===== src/rtl/tag_alloc_pkg.sv =====
// Shared constants for the tag allocator slice: priority-encoder polarity
// selectors and the default pool size.
package tag_alloc_pkg;

    localparam logic ACT_HIGH      = 1'b1;
    localparam logic ACT_LOW       = 1'b0;
    localparam int   DEPTH_DEFAULT = 16;

endpackage


===== src/rtl/tag_alloc_pri_enc.sv =====
// Lowest-index priority encoder. Reports the position of the lowest bit of
// vec equal to ACT; out is 0 when no bit matches.
module pri_enc
    import tag_alloc_pkg::*;
#(
    parameter int   IN  = DEPTH_DEFAULT,
    parameter logic ACT = ACT_HIGH,
    parameter int   W   = (IN > 1) ? $clog2(IN) : 1
) (
    input  logic [IN-1:0] vec,
    output logic          valid,
    output logic [W-1:0]  out
);

    // Scan from the top down so the last match written is the lowest index.
    always_comb begin
        valid = 1'b0;
        out   = '0;
        for (int i = IN - 1; i >= 0; i--) begin
            if (vec[i] == ACT) begin
                valid = 1'b1;
                out   = W'(i);
            end
        end
    end

endmodule


===== src/rtl/tag_alloc.sv =====
// Free-list allocator: registered busy vector, lowest-index-free grant,
// one allocation and one release per cycle, plus a whole-pool flush.
module tag_alloc
    import tag_alloc_pkg::*;
#(
    parameter int DEPTH = DEPTH_DEFAULT,
    parameter int IDX   = $clog2(DEPTH),
    parameter int CNT   = $clog2(DEPTH + 1)
) (
    input  logic             clk,
    input  logic             reset_,
    input  logic             flush,
    input  logic             alloc_req,
    output logic             alloc_valid,
    output logic [IDX-1:0]   alloc_idx,
    input  logic             free_req,
    input  logic [IDX-1:0]   free_idx,
    output logic [DEPTH-1:0] busy,
    output logic [CNT-1:0]   count,
    output logic             full,
    output logic             empty,
    output logic             err
);

    localparam logic [IDX:0]   DEPTH_IDX = (IDX + 1)'(DEPTH);
    localparam logic [CNT-1:0] DEPTH_CNT = CNT'(DEPTH);

    logic [DEPTH-1:0] free_vec;
    logic [DEPTH-1:0] busy_nxt;
    logic [CNT-1:0]   count_nxt;
    logic             err_nxt;
    logic             grant;
    logic             free_in_range;
    logic             free_ok;

    assign free_vec = ~busy;

    pri_enc #(
        .IN  (DEPTH),
        .ACT (ACT_HIGH),
        .W   (IDX)
    ) u_pri_enc (
        .vec   (free_vec),
        .valid (alloc_valid),
        .out   (alloc_idx)
    );

    // Grant only when a slot is actually free; a legal free must hit a busy,
    // in-range slot. A legal free can never name the slot being granted,
    // because the granted slot is by construction not busy.
    always_comb begin
        grant         = alloc_req && alloc_valid;
        free_in_range = ({1'b0, free_idx} < DEPTH_IDX);
        free_ok       = free_req && free_in_range && busy[free_idx];
        busy_nxt      = busy;
        count_nxt     = count;
        err_nxt       = 1'b0;
        if (flush) begin
            busy_nxt  = '0;
            count_nxt = '0;
        end else begin
            if (grant) begin
                busy_nxt[alloc_idx] = 1'b1;
            end
            if (free_ok) begin
                busy_nxt[free_idx] = 1'b0;
            end
            unique case ({grant, free_ok})
                2'b10:   count_nxt = count + CNT'(1);
                2'b01:   count_nxt = count - CNT'(1);
                default: count_nxt = count;
            endcase
            err_nxt = free_req && !free_ok;
        end
    end

    // State registers; full/empty follow the next-state count so they always
    // agree with the busy vector they are registered alongside.
    always_ff @(posedge clk or negedge reset_) begin
        if (!reset_) begin
            busy  <= '0;
            count <= '0;
            full  <= 1'b0;
            empty <= 1'b1;
            err   <= 1'b0;
        end else begin
            busy  <= busy_nxt;
            count <= count_nxt;
            full  <= (count_nxt == DEPTH_CNT);
            empty <= (count_nxt == '0);
            err   <= err_nxt;
        end
    end

endmodule


===== config.mk =====
export PLATFORM = sky130hd
export DESIGN_NAME = tag_alloc
export DESIGN_NICKNAME = d
export VERILOG_FILES = /design/src/rtl/tag_alloc_pkg.sv /design/src/rtl/tag_alloc_pri_enc.sv /design/src/rtl/tag_alloc.sv
export SDC_FILE = /design/constraint.sdc
export NUM_CORES = 1
export LEC_CHECK = 0
export CORE_MARGIN = 5
export CORE_UTILIZATION = 35
export DETAILED_ROUTE_END_ITERATION = 10
export PLACE_DENSITY_LB_ADDON = 0.15
export SETUP_SLACK_MARGIN = 0.05
export SLEW_MARGIN = 20
export SYNTH_ARGS = -nofsm -noshare
export SYNTH_HDL_FRONTEND = slang
export SYNTH_SLANG_ARGS = --single-unit

===== constraint.sdc =====
create_clock -name clk -period 8.2 [get_ports clk]
set_input_delay 1.23 -clock clk [delete_from_list [all_inputs] [get_ports clk]]
set_output_delay 1.23 -clock clk [all_outputs]
set_load 0.1 [all_outputs]

==> out/qor.csv <==
stage;metric;value;unit
status;status;complete, no violations;
drt;drt_iter0_drc;94;
worst_setup_path;worstPathMaxFanout;11;
drt;post-route-drc-count;0;
floorplanning;die_h;77.6;um
drt;ant_nets;0;
drt;wirelength;4.38;mm
timing;skew;4.76;ps
worst_setup_path;critPathMaxStageDelay;740;ps
synth;synth.distinct_cells;50;
synth;synth_edf_count;0;
worst_setup_path;crit_chain;clkdlybuf4s50_1 -> mux4_1 -> mux4_2 -> and2_1 -> ha_1 -> xor2_1 -> ha_1 -> a211oi_1 -> a21oi_1 -> a32oi_1 -> nor2_1 -> xnor2_1 -> nor3_1;
global_route;first_global_vias;1513;
timing;period_share;59.0;%
cts;clk_path_buf_depth;2;
layout;register_area;602;um2
timing;worstMarginPinSlew;978;ps
timing;grt_setup_unrepaired;false;
power_and_ir_drop;clkPwrFrac;26.8;%
synth;synth-seq-area-share;37.6;%
layout;final_cells;248;
layout;nNetsFinal;209;
synth;synth-warning-count;0;
placement;gp_congestion;0.878;
floorplanning;core.rowCount;24;
worst_setup_path;r2r_end;full;
drt;vias;1472;
floorplanning;die_x;77.6;um
power_and_ir_drop;net-switching-power;84.3;uW
power_and_ir_drop;leakagePower;0.812;nW
worst_setup_path;path_buf_inv;1;
drt;routedWlPerCell;17.6;um
synth;syn_avg_cell_area;9.81;um2
cts;cts_resized;0;
global_route;grt_max_degree;25;
cts;ctsHoldBuffers;0;
worst_setup_path;r2r_start;busy[2];
synth;synthTopCellsByCount;dfrtp_1 (23), nor2_1 (16), a211oi_1 (13);
drt;drtPass1Iterations;4;
worst_setup_path;critPathTopFamily;multiplexers;
power_and_ir_drop;irDropWorstVdd;0.0797;mV
timing;fmax;0.207;GHz
synth;syn_inst;163;
worst_setup_path;cp.required;8300;ps
cts;clkLatencyLatePin;260;ps
placement;dpl.hpwl;3.33;mm
cts;clock_sinks;24;
timing;max-slew-margin-rel;34.6;%
timing;maxSlewViolCount;0;
power_and_ir_drop;p_sw_share;32.6;%
power_and_ir_drop;p_int;174;uW
global_route;grt_pass1_wl;7.40;mm
worst_hold_path;hold_start;busy[14];
layout;multi_input_area;937;um2
global_route;antenna_found_initial;0;
floorplanning;core_area;4380;um2
worst_setup_path;arrival;4940;ps
cts;cts-htree-levels;1;
worst_setup_path;reg2regPathDepth;12;
flow_run;maxCapViolCount;0;
cts;tritoncts;yes;
worst_setup_path;endpoint_kind;flop;
global_route;grt_usage;14.9;%
worst_hold_path;hold_path_depth;1;
layout;layout-drive-gt1-share;10.2;%
worst_setup_path;critPathLaunchType;input port;
drt;vias_per_cell;5.94;
global_route;grt_overflow;0;
timing;tns;0;ps
synth;ys_async_sr_fraction;100;%
worst_hold_path;min_to;busy[14];
timing;period_minus_slack;4840;ps
worst_setup_path;rrSetupSlack;4660;ps
timing;hold_violations;0;
placement;dpl_cell_area;1990;um2
timing;setup_violations;0;
synth;yosys.area.top_type;dfrtp_1;
cts;cts_buffers;3;
cts;root_buffer;clkbuf_8;
synth;yosysMostFrequentCell;dfrtp_1;
layout;nFillCells;434;
placement;place_inst;244;
synth;yosys-top-cells-area;dfrtp_1 (36%), a211oi_1 (6.1%), mux4_2 (5.6%);
placement;numPortBuffers;37;
worst_setup_path;cpMostUsedCell;ha_1;
layout;fin_area;2030;um2
layout;antenna_cells;0;
timing;hold_slack;616;ps
worst_setup_path;slowest_stage;clkdlybuf4s50_1;
floorplanning;io_pins;38;
synth;synth_nets;175;
cts;clkSlewWorstSetupHoldPaths;80;ps
power_and_ir_drop;pwr-share-comb;24.2;%
cts;cts_setup_buffers;0;
floorplanning;initial_core_util;36.5;%
worst_setup_path;crit_type;in2reg;
floorplanning;die-area;6020;um2
power_and_ir_drop;power_density;127;nW/um2
synth;synth-main-ff-cell;dfrtp_1;
synth;ys_seq_elements;24;
synth;netlist_area;1600;um2
layout;area_delta_synth_final;27.2;%
synth;yosysTopAreaCellShare;36.0;%
worst_hold_path;hold_class;reg2reg;
power_and_ir_drop;seqPwrFrac;49.0;%
==> placed cells by master, fill, tap and decap left out, drive strengths merged, types with 2 or more instances in the layout <==
| cell type | n |
|---|---|
| and2 | 2 |
| and3 | 5 |
| a211oi | 14 |
| nor2 | 16 |
| inv | 5 |
| o21ai | 3 |
| clkbuf | 4 |
| a21oi | 11 |
| clkdlybuf4s50 | 36 |
| xnor2 | 3 |
| nand2b | 3 |
| nor3b | 5 |
| nand4 | 4 |
| and3b | 2 |
| a32oi | 2 |
| nand2 | 11 |
| nor2b | 3 |
| and4 | 2 |
| a31oi | 5 |
| nand3 | 2 |
| ha | 3 |
| dfrtp | 23 |
| o21a | 2 |
| nor3 | 6 |
| xor2 | 4 |
| mux4 | 5 |
==> final cells by class <==
class,instances,share of cell area [%]
clock buffers,4,2.22
repair buffers,37,18.0
flip-flops and latches,24,29.6
multi-input cells,126,46.1
well taps,52,3.20
inverters,5,0.923
==> worst max path at each step <==
| stage | cells after the start | from | to |
|---|---|---|---|
| after detailed placement | 13 | free_idx[0] | full |
| final | 13 | free_idx[1] | full |
| after global placement | 13 | free_idx[0] | full |
| after floorplan | 2 | busy[7] | alloc_idx[3] |
| after global routing | 13 | free_idx[0] | full |
| after CTS | 13 | free_idx[0] | full |
==> layer usage <==
metal	vias to the layer above	part of all wire [%]	wire (um)	GRT usage, %
met5	-	0	0	0
met4	0	0.78	34	5.50
met3	4	6.3	274	3.24
met2	43	51	2250	24.9
met1	730	41	1810	18.8
li1	695	-	-	-
==> flip-flops by register name (all words and copies together), names as in the netlist <==
signal  flops
busy       16
empty       1
err         1
full        1
count       5
==> power by group through the flow <==
stage               logic (mW)  registers, mW  clock network (mW)
finish                  0.0624          0.127              0.0693
CTS                     0.0632          0.127              0.0731
global route            0.0661          0.127              0.0786
detailed placement      0.0631          0.129                   0
floorplan               0.0238          0.149                   0
global placement        0.0628          0.129                   0
==> stage by stage <==
stage          power, mW  util (%)  setup slack, ps
2_1_floorplan      0.173         -             3360
4_1_cts            0.263      46.5             3430
5_1_grt            0.272      46.4             3250
3_5_place_dp       0.192      45.5             3180
6_report           0.258      46.4             3360
3_3_place_gp       0.192      45.5             3260
==> cell families after synthesis <==
family                     share of synthesized area [%]
and+or+nand+nor                                     22.8
buffers and inverters                               3.76
AOI/OAI and AO/OA                                   21.8
muxes                                               7.90
adders and majority gates                           2.35
DFF                                                 37.6
xor gates and xnor gates                            3.83
==> worst reg2reg max path: cells and delay by family, from the launching register on <==
family                     cells  cell delay [ps]
muxes                          2             1060
xor gates and xnor gates       2              410
and+or+nand+nor                3              380
DFF                            1              480
adders and majority gates      2              530
AOI/OAI and AO/OA              3              520
No activity file was read; power rests on OpenSTA's default activity.
